===== src/rtl/timer_contagem_if.sv =====
// Timer-entry interface between the keypad/controller side and the countdown timer.
// master = keypad encoder / microwave controller, slave = timer_contagem.
interface timer_contagem_if;
    logic [3:0] D;
    logic       loadn;
    logic       enablen;
    logic       pgt_1Hz;
    logic [3:0] min_tens;
    logic [3:0] min_ones;
    logic [3:0] sec_tens;
    logic [3:0] sec_ones;
    logic       zero;
    logic       done;
    logic [1:0] state;

    modport master (
        output D, loadn, enablen, pgt_1Hz,
        input  min_tens, min_ones, sec_tens, sec_ones, zero, done, state
    );

    modport slave (
        input  D, loadn, enablen, pgt_1Hz,
        output min_tens, min_ones, sec_tens, sec_ones, zero, done, state
    );
endinterface


===== src/rtl/timer_contagem.sv =====
// MM:SS BCD countdown timer: digits are shifted in from the keypad while idle,
// then counted down on each 1 Hz tick to 00:00, where a one-cycle done pulse fires.
module timer_contagem #(
    parameter logic [3:0] SEC_TENS_MAX = 4'd5
) (
    input  logic             clk100,
    input  logic             clearn,
    timer_contagem_if.slave  bus
);

    typedef enum logic [1:0] {
        IDLE = 2'b00,
        RUN  = 2'b01,
        DONE = 2'b10
    } state_t;

    // dig_q[3]=min_tens, [2]=min_ones, [1]=sec_tens, [0]=sec_ones
    logic [3:0][3:0] dig_q, dig_d, dec_val;
    state_t          state_q, state_d;
    logic            loadn_q, tick_q;
    logic            done_q, done_d;
    logic            key_ev, tick_ev, is_zero, dec_zero, digit_ok;

    assign key_ev   = loadn_q & ~bus.loadn;
    assign tick_ev  = ~tick_q & bus.pgt_1Hz;
    assign is_zero  = (dig_q == '0);
    assign digit_ok = (bus.D <= 4'd9);

    // Edge-detect history for the key strobe and the 1 Hz tick
    always_ff @(posedge clk100 or negedge clearn) begin
        if (!clearn) begin
            loadn_q <= 1'b1;
            tick_q  <= 1'b0;
        end else begin
            loadn_q <= bus.loadn;
            tick_q  <= bus.pgt_1Hz;
        end
    end

    // One-step BCD decrement with borrow; seconds tens reload on borrow only,
    // so entered values like 0:99 just count down digit-wise
    always_comb begin
        dec_val = dig_q;
        if (dig_q[0] != 4'd0) begin
            dec_val[0] = dig_q[0] - 4'd1;
        end else begin
            dec_val[0] = 4'd9;
            if (dig_q[1] != 4'd0) begin
                dec_val[1] = dig_q[1] - 4'd1;
            end else begin
                dec_val[1] = SEC_TENS_MAX;
                if (dig_q[2] != 4'd0) begin
                    dec_val[2] = dig_q[2] - 4'd1;
                end else begin
                    dec_val[2] = 4'd9;
                    dec_val[3] = dig_q[3] - 4'd1;
                end
            end
        end
        dec_zero = (dec_val == '0);
    end

    // Next-state, next-digit and done-pulse logic
    always_comb begin
        state_d = state_q;
        dig_d   = dig_q;
        done_d  = 1'b0;
        case (state_q)
            IDLE: begin
                if (key_ev && digit_ok)
                    dig_d = {dig_q[2], dig_q[1], dig_q[0], bus.D};
                if (!bus.enablen && !is_zero)
                    state_d = RUN;
            end
            RUN: begin
                // A tick wins over a same-cycle pause: decrement first, then leave
                if (tick_ev && !is_zero) begin
                    dig_d = dec_val;
                    if (dec_zero) begin
                        done_d  = 1'b1;
                        state_d = DONE;
                    end else if (bus.enablen) begin
                        state_d = IDLE;
                    end
                end else if (bus.enablen) begin
                    state_d = IDLE;
                end
            end
            DONE: begin
                if (bus.enablen)
                    state_d = IDLE;
            end
            default: state_d = IDLE;
        endcase
    end

    // State, digit and done registers
    always_ff @(posedge clk100 or negedge clearn) begin
        if (!clearn) begin
            state_q <= IDLE;
            dig_q   <= '0;
            done_q  <= 1'b0;
        end else begin
            state_q <= state_d;
            dig_q   <= dig_d;
            done_q  <= done_d;
        end
    end

    assign bus.min_tens = dig_q[3];
    assign bus.min_ones = dig_q[2];
    assign bus.sec_tens = dig_q[1];
    assign bus.sec_ones = dig_q[0];
    assign bus.zero     = is_zero;
    assign bus.done     = done_q;
    assign bus.state    = state_q;

endmodule

===== src/flat_wrapper.sv =====
// flat-port wrapper written by rule: the top's interface ports become plain ports
module timer_contagem_flat 
#(
    parameter logic [3:0] SEC_TENS_MAX = 4'd5
)
  (clk100, clearn, bus_D, bus_loadn, bus_enablen, bus_pgt_1Hz, bus_min_tens, bus_min_ones, bus_sec_tens, bus_sec_ones, bus_zero, bus_done, bus_state);
  timer_contagem_if bus_i ();
  input  logic clk100;
  input  logic clearn;
  input wire logic [$bits(bus_i.D)-1:0] bus_D;
  input wire logic [$bits(bus_i.loadn)-1:0] bus_loadn;
  input wire logic [$bits(bus_i.enablen)-1:0] bus_enablen;
  input wire logic [$bits(bus_i.pgt_1Hz)-1:0] bus_pgt_1Hz;
  output wire logic [$bits(bus_i.min_tens)-1:0] bus_min_tens;
  output wire logic [$bits(bus_i.min_ones)-1:0] bus_min_ones;
  output wire logic [$bits(bus_i.sec_tens)-1:0] bus_sec_tens;
  output wire logic [$bits(bus_i.sec_ones)-1:0] bus_sec_ones;
  output wire logic [$bits(bus_i.zero)-1:0] bus_zero;
  output wire logic [$bits(bus_i.done)-1:0] bus_done;
  output wire logic [$bits(bus_i.state)-1:0] bus_state;
  assign bus_i.D = bus_D;
  assign bus_i.loadn = bus_loadn;
  assign bus_i.enablen = bus_enablen;
  assign bus_i.pgt_1Hz = bus_pgt_1Hz;
  assign bus_min_tens = bus_i.min_tens;
  assign bus_min_ones = bus_i.min_ones;
  assign bus_sec_tens = bus_i.sec_tens;
  assign bus_sec_ones = bus_i.sec_ones;
  assign bus_zero = bus_i.zero;
  assign bus_done = bus_i.done;
  assign bus_state = bus_i.state;
  timer_contagem #(.SEC_TENS_MAX(SEC_TENS_MAX)) u_core (.clk100(clk100), .clearn(clearn), .bus(bus_i));
endmodule

===== config.mk =====
export PLATFORM = sky130hd
export DESIGN_NAME = timer_contagem_flat
export DESIGN_NICKNAME = d
export VERILOG_FILES = /design/src/rtl/timer_contagem_if.sv /design/src/rtl/timer_contagem.sv /design/src/flat_wrapper.sv
export SDC_FILE = /design/constraint.sdc
export NUM_CORES = 1
export LEC_CHECK = 0
export ABC_AREA = 0
export BUFFER_PORTS_ARGS = -buffer_cell sky130_fd_sc_hd__buf_2
export CAP_MARGIN = 10
export CORE_ASPECT_RATIO = 0.7
export CORE_MARGIN = 2
export CORE_UTILIZATION = 50
export CTS_CLUSTER_SIZE = 25
export DETAILED_ROUTE_END_ITERATION = 6
export GPL_ROUTABILITY_DRIVEN = 0
export PLACE_DENSITY = 0.83
export SYNTH_ARGS = -nofsm -noshare
export SYNTH_HDL_FRONTEND = slang
export SYNTH_SLANG_ARGS = --single-unit

===== constraint.sdc =====
create_clock -name clk100 -period 2.5 [get_ports clk100]
set_clock_uncertainty 0.2 [all_clocks]
set_input_delay 0.125 -clock clk100 [delete_from_list [all_inputs] [get_ports clk100]]
set_output_delay 0.125 -clock clk100 [all_outputs]
set_load 0.01 [all_outputs]

==> metrics list, run 1 <==
* Fraction of post-synthesis cell area in the top cell type by area: 0.383
- The filler cells instantiated in the layout total approximately 220.
- Initial antenna violation count: 0
- Synthesis instantiated between 40 and 50 different standard cells from the library.
- TritonCTS built the clock tree.
- After synthesis, the mean cell area works out to ~8.5 µm².
* Critical path class: flop to flop
* Insertion delay to the later sink of the worst-skew pair: about 0.26 ns
- Number of instances in the synthesized netlist: 153
* Ant diodes: 0
- Y dimension of the die: about 47 µm
- Counting I/O delays and the setup requirement, the final critical path takes roughly 2.3 ns.
* Sequential share of power: 0.458
- The mapped netlist covers between 1000 and 1500 µm².
- Kind of start point of the critical path: flop
- The total overflow left after global routing is 0.
* P&R area growth vs syn: 21.0%
- The flow ran to the end, and the final reports show no timing, DRC or antenna violations.
* Cell type with the highest occurrence count on the critical path: inv_1
- Min setup slack post-route: ~0.25 ns
* Static Leak: 0.688 nW
- Psw: between 0.6 and 0.7 mW
* CORE AREA: about 2500 µm²
- Slew headroom: 0.532
- After detailed routing, the number of remaining DRC violations is 0.
- Dividing the detail-routed via count by the number of cells gives approximately 6.0.
- Summed over all instances, the cell type with the most area after synthesis is dfrtp_1.
- Top cells by area, synth: dfrtp_1 38%, o21ai_0 6.5%, nor2_1 4.9%
- Internal: 0.814 mW
* Total Power Consumption: between 1 and 1.5 mW
- Dividing the detail-routed wire length by the instance count gives approximately 16 µm.
- Final total negative setup slack: 0 ns
- Proportion of power drawn by combinational gates: 0.386
- The tree is rooted in a clkbuf_8.
- Critical path capture point type: flop
* Final wirelength: around 3400 µm
- The final number of hold-violating endpoints came to 0.
- No sink is reached through more buffers than the 2 on the longest clock path.
* Area of all placed cells without fillers: about 1600 µm²
- The share of total power dissipated in the clock network is 0.156.
* Count of boundary I/O pins: 29
- Via count of the routed design: approximately 1,300
- Min-Delay Path Class: input port to flop
- Once detailed placement completed, the half-perimeter wirelength came to between 2000 and 2500 µm.
- Effective utilization at floorplan: 0.528
* Setup Viol. Count Final: 0
- Seq cells post-synth: 21
- Static timing analysis puts the maximum clock frequency at between 400 and 500 MHz.
- In the final layout, the share of cells above drive strength 1 is 0.247.
- Commonest cells after routing, fill and taps aside: 28 x buf_2, 20 x dfrtp_1, 17 x nor2_1, 17 x o21ai_0, 14 x nand2_1
- Dividing total power by cell area gives a power density of 906 nW/µm².
* Post-Place Worst Slack: around 0.29 ns
* Overall die width: 65.1 µm
- Across the run, the number of max-cap violations was 0.
- The slowest stage of the critical path belongs to the cell o21ai_1.
- Walking the worst path, the cells encountered are inv_1 -> ha_1 -> nor4b_1 -> nand4_1 -> inv_1 -> o21ai_1 -> o21ai_0 -> a21o_1.
- Pins over their slew limit: 0
- Antenna viol nets, final: 0
- CTS H-tree lvls: 1
- Proportion of synthesized chip area in sequential cells: 0.403
- Clock-pin slew on the worst setup and hold paths: 0.07 ns
- Worst path arrival time: approximately 2.2 ns
- The detailed router finished its first iteration with between 90 and 100 violations.
- IR drop worst, VDD: approximately 0.49 mV
* Longest individual stage delay on the worst path: 0.49 ns
* Maximum number of pins on one net before global-route repair: 22
* Fin crit share: 0.902
* Worst-path fanout max: 8
* Number of buffers added by the clock tree synthesis step: 3
* Required time at the endpoint of the critical path: approximately 2.5 ns
* Clock Sinks: 21
- Net count after synthesis: between 150 and 200
- The library cell used most frequently in the layout, excluding fill and tap cells, is buf_2.
- Detailed Routing Iterations Pass 1: 5
- Of the total power, the share spent switching nets is 0.432.
- Across every metal layer, demand over resource in global routing totals 0.238.
- Via count of the first global-routing pass: ~1,100
* Global-route wire length before repair: roughly 5500 µm
* Port Buf Inserts: 28
- Worst-margin pin slew: 0.702 ns
- Area after DPL: ~1500 µm²
* Count of warnings emitted by yosys: 0
- Setup repair after global routing left no endpoint under its margin.
* Number of core rows: 15
* Buffer count from post-CTS setup fixing: 0
- Area enclosed by the die boundary: slightly above 3000 µm²
* Final Net Count: 198
## flip-flops by register name, indices dropped and copies added, names as in the netlist
| register | flops |
|---|---|
| u_core.bus.state | 2 |
| u_core.bus.sec_tens | 4 |
| u_core.bus.done | 1 |
| u_core.loadn_q | 1 |
| u_core.bus.min_tens | 4 |
| u_core.tick_q | 1 |
| u_core.bus.sec_ones | 4 |
| u_core.bus.min_ones | 4 |
## cell usage after synthesis
library cell / n
dfrtp_1: 20
nor2_1: 17
o21ai_0: 17
nand2_1: 14
a21oi_1: 12
nor3_1: 8
clkbuf_1: 6
nand3_1: 6
a31oi_1: 3
buf_2: 3
inv_1: 3
nand2b_1: 3
nand4b_1: 3
nor4_1: 3
o21ai_1: 3
ha_1: 2
nand4_1: 2
nor2b_1: 2
nor4_4: 2
o22ai_1: 2
or4_4: 2
a211oi_1: 1
a21o_1: 1
a221o_1: 1
a22o_2: 1
a22oi_1: 1
a2bb2oi_1: 1
a311oi_1: 1
and2_1: 1
and4b_1: 1
buf_6: 1
dfstp_2: 1
mux2i_1: 1
nor4b_1: 1
nor4b_2: 1
o22a_1: 1
o2bb2a_1: 1
o311ai_1: 1
or3_1: 1
or3_4: 1
or3b_2: 1
## final timing paths
kind | cells past startpoint | to | slack, ns | start
worst max register to register | 8 | u_core.bus.min_ones[2]$_DFFE_PN0P_ | 0.25 | u_core.bus.min_tens[1]$_DFFE_PN0P_
worst min register to register | 1 | u_core.bus.state[0]$_DFFE_PN0P_ | 0.35 | u_core.bus.state[1]$_DFFE_PN0P_
max in group asynchronous | 2 | u_core.loadn_q$_DFF_PN1_ | 1.62 | clearn
worst max-delay path | 8 | u_core.bus.min_ones[2]$_DFFE_PN0P_ | 0.25 | u_core.bus.min_tens[1]$_DFFE_PN0P_
worst min-delay path | 3 | u_core.bus.sec_ones[1]$_DFFE_PN0P_ | 0.02 | bus_D[1]
min in group asynchronous | 2 | u_core.bus.min_ones[1]$_DFFE_PN0P_ | 0.14 | clearn
## what timing repair did
| item | CTS | global route |
|---|---|---|
| gates resized for setup | 0 | 0 |
| hold buffers | 5 | 0 |
| endpoints found under the hold margin | 26 | 0 |
## metal layers
metal,wire (µm),up-vias,global-route usage
met5,0,-,0
met4,31,0,0.0625
met3,248,5,0.0576
met2,1500,55,0.363
met1,1630,621,0.346
li1,-,632,-
## area by class of cell
class	count	area, µm²	share of cell area
Multi-Input combinational cell	119	721	0.456
Sequential cell	21	527	0.333
Timing Repair Buffer	39	235	0.149
Clock buffer	4	45.0	0.0285
Tap cell	34	42.5	0.0269
Inverter	3	11.3	0.00712
## power by group through the flow
stage,sequential (mW),combinational (mW),clock (mW)
global placement,0.652,0.532,0
finish,0.656,0.554,0.223
detailed placement,0.655,0.545,0
CTS,0.649,0.555,0.230
floorplan,0.638,0.343,0
global route,0.680,0.617,0.240
## per-stage QoR
step,hold slack (ns),instances,utilization
finish,0.0189,220,0.638
global route,0.0687,220,0.638
CTS,0.0174,220,0.638
detailed placement,-0.0909,211,0.600
global placement,-0.101,211,0.600
floorplan,-0.371,153,-
## logic make-up (layout without fill, tap and decap cells)
family	count (synthesis)	count (layout)	share of synthesized area
adder cells (fa/ha/maj)	2	2	0.0191
flip-flops	21	21	0.403
buffers and inverters	13	46	0.0459
multiplexers	1	1	0.00766
AND/OR/NAND/NOR	69	69	0.311
AO/OA/AOI/OAI	47	47	0.213
## worst max-delay path: cells and delay by family, from the launching register on
family,cells,cell delay [ns]
compound gates,3,0.88
buf+inv,2,0.19
fa+ha+maj,1,0.19
simple gates,2,0.29
flops,1,0.42
No activity file was read; power rests on OpenSTA's default activity.
==> run 2, diff against run 1 <==
Settings changed: BUFFER_PORTS_ARGS -buffer_cell sky130_fd_sc_hd__buf_2 to -buffer_cell sky130_fd_sc_hd__clkbuf_2.
==> run 2 against run 1 <==
Cell count grew 0.45%. Worst setup slack worse by 0.0084 ns. First-iteration DRC count is 4.2% lower. Combinational power grew 3%. Critical path depth stayed put. Sequential share of layout area is 0.16 points lower. Clock power increased by 2%. Count of clock-buffer cells in the layout is the same. Critical path type unchanged. Largest power group unchanged. Highest routed layer unchanged.
==> metrics list, run 2 (synthesis results as in run 1) <==
- Detailed Routing Iterations Pass 1: 5
- The cell family contributing the most delay on the critical path is compound AO/OA/AOI/OAI gates.
- Count of boundary I/O pins: 29
- Crit Reg-Reg Endpoint: u_core.bus.min_ones[3]$_DFFE_PN0P_
* Required time at the endpoint of the critical path: approximately 2.5 ns
- For the pin with the worst max-slew slack, the measured transition is around 0.71 ns.
* Launch instance of the worst min-delay path: bus_D[3]
- TritonCTS built the clock tree.
- Adding up every negative setup slack in the final design gives 0 ns.
- VDD sags by at most between 0.5 and 0.6 mV.
- Entering global routing, the biggest net connects 22 pins.
- Number of core rows: 15
- Maximum buffer depth of the clock tree: 2
- Area after DPL: between 1000 and 1500 µm²
- Once detail routing completed, the nets flagged for antenna violations numbered 0.
* Area of all placed cells without fillers: approximately 1600 µm²
* Worst-path fanout max: 6
- Clock-pin slew on the worst setup and hold paths: ~0.08 ns
- For the worst-skew pair, the clock arrives at the later sink with an insertion delay of between 0.2 and 0.3 ns.
- Fin crit share: 0.905
* Y dimension of the die: between 40 and 50 µm
* Share of cells above drive strength 1: 0.251
- The number of hold buffers added after CTS was 5.
* Crit path buffers/inverters: 2
- Port Buf Inserts: 28
- Register-to-Register Path Depth: 8
* Slew headroom: 0.525
- Via count of the routed design: between 1,000 and 1,500
* End point of the most critical hold path: u_core.bus.sec_ones[3]$_DFFE_PN0P_
- Buffer count from post-CTS setup fixing: 0
* Via count of the first global-routing pass: 1,135
- Kind of start point of the critical path: flop
- For this design, the sink count on the clock tree is 21.
- Per-cell via count in the routed design: between 6 and 7
* Shortest period the worst path allows: between 2 and 2.5 ns
- The floorplan step defined a core boundary enclosing 2480 µm².
- Critical path capture point type: flop
- For this run, design rule violations remaining after detail routing come to 0.
- Final Net Count: 199
- Across all hold checks on the routed design, the worst slack comes to around 0.02 ns.
* Overall die width: between 60 and 70 µm
- In this run, the number of DRC markers left after iteration 0 of detailed routing was 92.
* Result of the run: finished, final reports clean
* Worst hold path depth: 3
* Commonest cells after routing, fill and taps aside: 28 x clkbuf_2, 20 x dfrtp_1, 17 x nor2_1, 17 x o21ai_0, 14 x nand2_1
* Effective utilization at floorplan: 0.528
- Max-cap check violation count: 0
- Buffer type at the clock tree root: clkbuf_8
* Critical path class: flop to flop
* Final wirelength: ~3600 µm
- CTS H-tree lvls: 1
- The count of final max-slew check failures is 0.
- Startpoint of the most critical register-to-register path: u_core.bus.min_tens[0]$_DFFE_PN0P_
- Final Hold Violating Endpoints: 0
- Walking the worst path, the cells encountered are inv_1 -> ha_1 -> nor4b_1 -> nand4_1 -> a31oi_1 -> buf_4 -> a21oi_1 -> o2bb2a_1.
- Leftover overflow at the end of global routing: 0
- Number of buffers added by the clock tree synthesis step: 3
* Area enclosed by the die boundary: just over 3000 µm²
* Total global-route track usage: 0.245
* Slowest cell on the critical path: dfrtp_1
- On the worst path, the slowest cell contributes a delay of approximately 0.42 ns.
* P&R area growth vs syn: 21.5%
- Ant diodes: 0
- Detailed placer's ending HPWL: ~2400 µm
- Setup repair after global routing left no endpoint under its margin.
* Min-Delay Path Class: input port to flop
- Count of instances resized after the clock tree is built: 0
* Setup Viol. Count Final: 0
- In this run the static leakage power is ~0.69 nW.
- Initial antenna violation count: 0
- Timing would allow up to about 440 MHz.
* Most frequent standard cell in the layout excluding fill and tap cells: clkbuf_2
- The first global-routing pass estimated between 5000 and 6000 µm of wire.
* Worst path arrival time: 2.21 ns
* Register-to-register setup slack: approximately 0.24 ns
- Dividing the detail-routed wire length by the instance count gives 16.1 µm.
- Cell area power density: roughly 900 nW/µm²
run 2: changes by cell type in the layout (fill, tap and decap cells not counted):
cell and delta:
buf_2 -28, clkbuf_2 +28, buf_4 +1
run 2: worst max path at each step:
stage                                  startpoint                                 end  slack [ns]  cells past startpoint
2_1_floorplan  u_core.bus.sec_ones[1]$_DFFE_PN0P_  u_core.bus.sec_tens[3]$_DFFE_PN0P_        0.39                      5
3_3_place_gp   u_core.bus.sec_ones[1]$_DFFE_PN0P_  u_core.bus.sec_tens[3]$_DFFE_PN0P_        0.35                      4
3_5_place_dp   u_core.bus.sec_ones[1]$_DFFE_PN0P_  u_core.bus.min_ones[3]$_DFFE_PN0P_        0.30                      5
4_1_cts        u_core.bus.min_tens[0]$_DFFE_PN0P_  u_core.bus.min_ones[3]$_DFFE_PN0P_        0.25                      8
5_1_grt        u_core.bus.min_tens[0]$_DFFE_PN0P_  u_core.bus.min_ones[2]$_DFFE_PN0P_         0.1                      8
6_report       u_core.bus.min_tens[0]$_DFFE_PN0P_  u_core.bus.min_ones[3]$_DFFE_PN0P_        0.24                      8
run 2: power breakdown:
group / total, mW / switching, mW / internal [mW]
clock network: 0.227 / 0.113 / 0.114
registers: 0.660 / 0.211 / 0.449
logic: 0.568 / 0.313 / 0.254
total: 1.45 / 0.637 / 0.818
run 2: cell type report:
cell class                      count  area (µm²)
Fill cell                         233         888
Multi-Input combinational cell    119         721
Sequential cell                    21         527
Timing Repair Buffer               40         243
Clock buffer                        4        45.0
Tap cell                           34        42.5
Inverter                            3        11.3
run 2: worst reg2reg max path, cell delays in order (launching register included):
cell      delay, ns
dfrtp_1        0.42
inv_1          0.09
ha_1           0.15
nor4b_1        0.26
nand4_1        0.19
a31oi_1        0.31
buf_4          0.20
a21oi_1        0.04
o2bb2a_1       0.29
run 2: per-stage QoR:
step	util	std cells	power (mW)	setup slack, ns
after global routing	0.641	221	1.55	0.0999
after floorplan	-	153	0.982	0.386
after CTS	0.641	221	1.45	0.251
final	0.641	221	1.45	0.237
after global placement	0.603	212	1.19	0.347
after detailed placement	0.603	212	1.21	0.296
run 2: routing by layer:
layer	global-route usage	wire length (µm)	vias to the layer above
met2	0.348	1570	73
met5	0	0	-
li1	-	-	635
met1	0.362	1590	617
met4	0.0833	72	0
met3	0.0671	327	9
